===== src/rtl/iopmp_chk_sched.sv =====
// Shares one IOPMP rule checker among several requesters: round-robin grant, one check in
// flight, per-channel response handshake, and a sticky first-error record with a drop counter.
package iopmp_pkg;
    parameter int SourceWidth = 8;

    typedef enum logic [1:0] {
        REQ_NONE  = 2'd0,
        REQ_READ  = 2'd1,
        REQ_WRITE = 2'd2,
        REQ_EXEC  = 2'd3
    } iopmp_req_e;

    typedef struct packed {
        logic [SourceWidth-1:0] rrid;
        logic [8:0]             eid;
    } err_reqid_t;

    typedef struct packed {
        logic        iopmp_fail;
        logic [1:0]  ttype;
        logic [2:0]  etype;
        logic [31:0] err_reqaddr;
        logic [31:0] err_reqaddrh;
        err_reqid_t  err_reqid;
    } error_report_t;
endpackage

// state  | meaning
// IDLE   | arbitrate; grant one valid channel and latch its request
// ISSUE  | one-cycle launch strobe to the checker
// WAIT   | count down until the checker result is due, then sample it
// RESP   | present result to the granted channel until it accepts
module iopmp_chk_sched
    import iopmp_pkg::*;
#(
    parameter int IOPMPNumChan = 4,
    parameter int CheckLatency = 2
) (
    input  logic                                      clk,
    input  logic                                      rst,
    input  logic [IOPMPNumChan-1:0]                   req_valid_i,
    input  logic [IOPMPNumChan-1:0][33:0]             req_addr_i,
    input  iopmp_req_e [IOPMPNumChan-1:0]             req_type_i,
    input  logic [IOPMPNumChan-1:0][SourceWidth-1:0]  req_id_i,
    output logic [IOPMPNumChan-1:0]                   req_ready_o,
    output logic [IOPMPNumChan-1:0]                   resp_valid_o,
    output logic [IOPMPNumChan-1:0]                   resp_err_o,
    output logic [IOPMPNumChan-1:0][8:0]              resp_eid_o,
    input  logic [IOPMPNumChan-1:0]                   resp_ready_i,
    output logic                                      chk_valid_o,
    output logic [33:0]                               chk_addr_o,
    output iopmp_req_e                                chk_type_o,
    output logic [3:0]                                chk_chan_o,
    input  logic                                      chk_err_i,
    input  logic [8:0]                                chk_eid_i,
    output logic                                      err_valid_o,
    output error_report_t                             err_rec_o,
    output logic [7:0]                                err_drop_o,
    input  logic                                      err_clr_i
);
    localparam int ChanW = (IOPMPNumChan > 1) ? $clog2(IOPMPNumChan) : 1;

    typedef enum logic [1:0] {
        ST_IDLE  = 2'd0,
        ST_ISSUE = 2'd1,
        ST_WAIT  = 2'd2,
        ST_RESP  = 2'd3
    } state_e;

    state_e                 state_q, state_d;
    logic [ChanW-1:0]       rr_ptr_q;
    logic [ChanW-1:0]       chan_q;
    logic [33:0]            addr_q;
    iopmp_req_e             type_q;
    logic [SourceWidth-1:0] id_q;
    logic [3:0]             cnt_q;
    logic                   err_q;
    logic [8:0]             eid_q;
    logic                   err_valid_q;
    error_report_t          err_rec_q;
    logic [7:0]             err_drop_q;

    logic                   gnt_found;
    logic [ChanW-1:0]       gnt_idx;
    logic [ChanW:0]         cand;
    logic                   resp_hs;
    logic                   capture;
    error_report_t          new_rec;

    // Scan channels starting at rr_ptr, wrapping at IOPMPNumChan.
    always_comb begin
        gnt_found = 1'b0;
        gnt_idx   = '0;
        cand      = '0;
        for (int i = 0; i < IOPMPNumChan; i++) begin
            cand = {1'b0, rr_ptr_q} + (ChanW+1)'(i);
            if (cand >= (ChanW+1)'(IOPMPNumChan)) begin
                cand = cand - (ChanW+1)'(IOPMPNumChan);
            end
            if (!gnt_found && req_valid_i[cand[ChanW-1:0]]) begin
                gnt_found = 1'b1;
                gnt_idx   = cand[ChanW-1:0];
            end
        end
    end

    // The grant is gated by rst so no ready can leak out while reset is held.
    always_comb begin
        state_d     = state_q;
        req_ready_o = '0;
        chk_valid_o = 1'b0;
        resp_hs     = 1'b0;
        case (state_q)
            ST_IDLE: begin
                if (gnt_found && rst) begin
                    req_ready_o[gnt_idx] = 1'b1;
                    state_d              = ST_ISSUE;
                end
            end
            ST_ISSUE: begin
                chk_valid_o = 1'b1;
                state_d     = ST_WAIT;
            end
            ST_WAIT: begin
                if (cnt_q == 4'd0) begin
                    state_d = ST_RESP;
                end
            end
            ST_RESP: begin
                if (resp_ready_i[chan_q]) begin
                    resp_hs = 1'b1;
                    state_d = ST_IDLE;
                end
            end
            default: state_d = ST_IDLE;
        endcase
    end

    always_comb begin
        resp_valid_o = '0;
        resp_err_o   = '0;
        resp_eid_o   = '0;
        if (state_q == ST_RESP) begin
            resp_valid_o[chan_q] = 1'b1;
            resp_err_o[chan_q]   = err_q;
            resp_eid_o[chan_q]   = eid_q;
        end
    end

    always_ff @(posedge clk or negedge rst) begin
        if (!rst) begin
            state_q  <= ST_IDLE;
            rr_ptr_q <= '0;
            chan_q   <= '0;
            addr_q   <= '0;
            type_q   <= REQ_NONE;
            id_q     <= '0;
            cnt_q    <= '0;
            err_q    <= 1'b0;
            eid_q    <= '0;
        end else begin
            state_q <= state_d;
            case (state_q)
                ST_IDLE: begin
                    if (gnt_found) begin
                        chan_q   <= gnt_idx;
                        addr_q   <= req_addr_i[gnt_idx];
                        type_q   <= req_type_i[gnt_idx];
                        id_q     <= req_id_i[gnt_idx];
                        rr_ptr_q <= (gnt_idx == ChanW'(IOPMPNumChan-1)) ? '0 : gnt_idx + ChanW'(1);
                    end
                end
                ST_ISSUE: cnt_q <= 4'(CheckLatency-1);
                ST_WAIT: begin
                    if (cnt_q == 4'd0) begin
                        err_q <= chk_err_i;
                        eid_q <= chk_err_i ? chk_eid_i : 9'd0;
                    end else begin
                        cnt_q <= cnt_q - 4'd1;
                    end
                end
                default: ;
            endcase
        end
    end

    always_comb begin
        new_rec                  = '0;
        new_rec.iopmp_fail       = 1'b1;
        new_rec.ttype            = type_q;
        new_rec.etype            = {1'b0, type_q};
        new_rec.err_reqaddr      = addr_q[33:2];
        new_rec.err_reqaddrh     = '0;
        new_rec.err_reqid.rrid   = id_q;
        new_rec.err_reqid.eid    = eid_q;
    end

    assign capture = resp_hs & err_q;

    // A clear in the same cycle as a new deny lets the new record in without counting a drop.
    always_ff @(posedge clk or negedge rst) begin
        if (!rst) begin
            err_valid_q <= 1'b0;
            err_rec_q   <= '0;
            err_drop_q  <= '0;
        end else if (capture && (!err_valid_q || err_clr_i)) begin
            err_rec_q   <= new_rec;
            err_valid_q <= 1'b1;
            if (err_clr_i) begin
                err_drop_q <= '0;
            end
        end else if (capture) begin
            if (err_drop_q != 8'hFF) begin
                err_drop_q <= err_drop_q + 8'd1;
            end
        end else if (err_clr_i) begin
            err_valid_q <= 1'b0;
            err_drop_q  <= '0;
        end
    end

    assign chk_addr_o  = addr_q;
    assign chk_type_o  = type_q;
    assign chk_chan_o  = 4'(chan_q);
    assign err_valid_o = err_valid_q;
    assign err_rec_o   = err_rec_q;
    assign err_drop_o  = err_drop_q;

endmodule


===== config.mk =====
export PLATFORM = sky130hd
export DESIGN_NAME = iopmp_chk_sched
export DESIGN_NICKNAME = d
export VERILOG_FILES = /design/src/rtl/iopmp_chk_sched.sv
export SDC_FILE = /design/constraint.sdc
export NUM_CORES = 1
export LEC_CHECK = 0
export ABC_AREA = 1
export CAP_MARGIN = 20
export CORE_AREA = 3 3 149 151
export CTS_CLUSTER_SIZE = 8
export DETAILED_ROUTE_END_ITERATION = 12
export DIE_AREA = 0 0 152 154
export GPL_ROUTABILITY_DRIVEN = 0
export PLACE_DENSITY = 0.81
export SYNTH_ARGS = -nofsm -noshare
export SYNTH_HDL_FRONTEND = slang
export SYNTH_SLANG_ARGS = --single-unit

===== constraint.sdc =====
create_clock -name clk -period 3.15 [get_ports clk]
set_clock_uncertainty 0.2 [all_clocks]
set_input_delay 0.315 -clock clk [delete_from_list [all_inputs] [get_ports clk]]
set_output_delay 0.315 -clock clk [all_outputs]
set_load 0.02 [all_outputs]

==> reports/metrics.cfg <==
[die]
rows = 53
die_width_um = 152
core_area_mm2 = 0.0210
initial_utilization_pct = 36.7
io_pins = 382
die_h_um = 154
die-area_mm2 = 0.0234

[sta]
finalHoldViolCount = 0
rsz0062_at_grt = no
max_freq_mhz = 336
finalCritPeriodShare_pct = 94.3
post-route-min-period_ns = 2.97
slew_headroom_pct = 35.1
hold-worst-slack_ns = 0.115
worst_pin_slew_ns = 0.973
setup_viol_count_final = 0
fin_tns_setup_ns = 0
drv_slew = 0

[placed_design]
place_area_mm2 = 0.0111
dpl.hpwl_um = 20700
port_buffers = 346

[global_routing]
grt_max_degree = 89
grt_antenna_before_repair = 0
track_usage_pct = 23.2
grt_pass1_wl_um = 43600
first_global_vias = 7900
gr-total-overflow = 0

[worst_setup_path]
crit_arrival_ns = 2.46
endpoint_kind = output port
cp_max_fo = 9
slowest_stage = dfrtp_2
path_class = reg -> out
required_ns = 2.63
crit_top_cell = nand2_1
critPathMaxStageDelay_ns = 0.47
worstSetupStartpointType = register
crit_chain = buf_4 > nand2_1 > nand2_1 > nand2_1 > nand2_1 > nor2_4 > nand2_1 > nor2_1 > nor2_4 > inv_1 > ha_1 > inv_1 > nor2_1 > clkbuf_2

[cts]
clockBufferDepth = 2
clkLatencyLatePin_ns = 0.42
cts_setup_buffers = 0
cts.sinks = 125
cts.clk_slew.worst_paths_ns = 0.07
cts_tree = yes
h-tree-depth = 4
cts-root-buf = clkbuf_16
cts_buffers = 17

[route]
dr_total_vias = 8391
dr.pass1.iters = 4
wirelength_um = 28000
wire_per_inst_um = 16.5
route.antenna.remaining_nets = 0
drc = 0
vias_per_cell = 4.94
drtIter0Drc = 624

[layout]
fin_area_mm2 = 0.0117
area_delta_synth_final_pct = 52.7
diodes = 0
nNetsFinal = 1616
final_layout_size_suffix_gt1_share_pct = 5.27

[logic_synthesis]
syn_area_mm2 = 0.00769
synth-warning-count = 0
synth_top_cell_area_share_pct = 40.7
synth_ff_type = dfrtp_1
synthMostInstantiatedCell = nand2_1
synth_common_cells = nand2_1 (387), nand3_1 (204), dfrtp_1 (125)
yosysUniqueCellTypes = 36
synth_edf_count = 0
syn-mean-instance-area_um2 = 7.04
async_flop_share_pct = 100
synth.area.top_cells = dfrtp_1 (41%), nand2_1 (19%), nand3_1 (13%), buf_4 (4.4%), nand3b_1 (4.4%)
yosysSeqAreaShare_pct = 40.7
synth_seq_cells = 125
synth_cells = 1093
yosys.area.top_type = dfrtp_1

[hold_path]
hold_path.class = in -> async

[job]
cap_violations = 0

[power]
p_per_area_mw_per_mm2 = 1040
p_leak_nw = 5.66
peakVddDrop_mv = 1.13

[run_status]
status = finished clean

-- sequential cells by signal, indices dropped and copies added, names as in the netlist --
| register | flops |
|---|---|
| err_rec_o | 52 |
| chk_addr_o | 34 |
| eid_q | 9 |
| err_drop_o | 8 |
| id_q | 8 |
| cnt_q | 4 |
| chan_q | 2 |
| chk_type_o | 2 |
| rr_ptr_q | 2 |
| state_q | 2 |
| err_q | 1 |
| err_valid_o | 1 |
-- power by group --
part,leakage (nW),total (mW),switching [mW],internal (mW)
Combinational,3.78,7.39,4.70,2.69
Sequential,1.59,2.90,0.557,2.34
Clock,0.286,1.97,0.843,1.13
-- cell usage in the layout (no fill, tap or decap), drive strengths merged --
cell / count
clkinvlp: 2
nor2: 67
nor4: 1
or2: 1
a21oi: 4
ha: 9
o211ai: 2
inv: 103
clkbuf: 19
clkdlybuf4s50: 341
dlygate4sd2: 2
a22oi: 1
nand3: 206
o21ai: 33
nand3b: 45
xnor2: 1
conb: 35
clkinv: 4
xor2: 1
dlygate4sd3: 1
buf: 17
bufinv: 1
o21a: 1
nor3: 4
o22ai: 1
nand2: 394
a31oi: 1
dfrtp: 125
nand4: 1
-- critical path: cells and delay by family (launching register included) --
kind / cells / cell delay, ns
adder cells (fa/ha/maj): 1 / 0.18
buffers and inverters: 4 / 0.57
flip-flops: 1 / 0.47
AND/OR/NAND/NOR: 9 / 0.84
-- worst paths after layout --
check                                   start        endpoint  slack (ns)  cells past startpoint
worst max-delay path              rr_ptr_q[0]  req_ready_o[3]        0.18                     14
worst min-delay path                      rst   err_rec_o[49]        0.11                      2
worst max register to register    rr_ptr_q[0]   chk_addr_o[1]        0.27                     12
worst min register to register  err_rec_o[53]   err_rec_o[53]        0.27                      2
max in group asynchronous                 rst     rr_ptr_q[0]        1.60                      3
min in group clk                err_rec_o[53]   err_rec_o[53]        0.27                      2
-- what timing repair did --
action                     CTS  global route
setup endpoints to repair    4             2
hold endpoints to repair    21             0
resized for setup            5             4
pin swaps                    0             0
hold buffers                 1             0
-- final cells by class --
class,instances,area [um2]
Fill cell,1958,9210
Multi-Input combinational cell,808,3720
Timing Repair Buffer,363,3600
Sequential cell,125,3130
Clock buffer,17,425
Inverter,95,357
Tap cell,275,344
Clock inverter,15,168
-- cells by family after synthesis --
group / Yosys count / share of synthesized area (%)
and+or+nand+nor: 719 / 41.8
buffers and inverters: 194 / 12.8
DFF: 125 / 40.7
AOI/OAI and AO/OA: 43 / 3.01
adders and majority gates: 9 / 1.46
xor gates and xnor gates: 2 / 0.228
other: 1 / 0.0488
-- through the flow --
stage | setup slack (ns) | power, mW | std cells | utilization [%]
final | 0.178 | 12.3 | 1698 | 56.0
after detailed placement | -0.0165 | 10.3 | 1664 | 53.1
after floorplan | 0.738 | 7.69 | 1127 | -
after global placement | 0.0420 | 10.2 | 1664 | 53.1
after CTS | 0.0125 | 12.3 | 1697 | 55.9
after global routing | 0.00659 | 13.2 | 1698 | 56.0
-- per-layer routing --
metal | vias up | GRT usage, % | wire length (um)
li1 | 4053 | - | -
met1 | 3848 | 30.0 | 11400
met2 | 441 | 37.9 | 13400
met3 | 49 | 5.74 | 2390
met4 | 0 | 8.52 | 744
met5 | - | 0 | 0
Power figures use the tool's default switching activity.
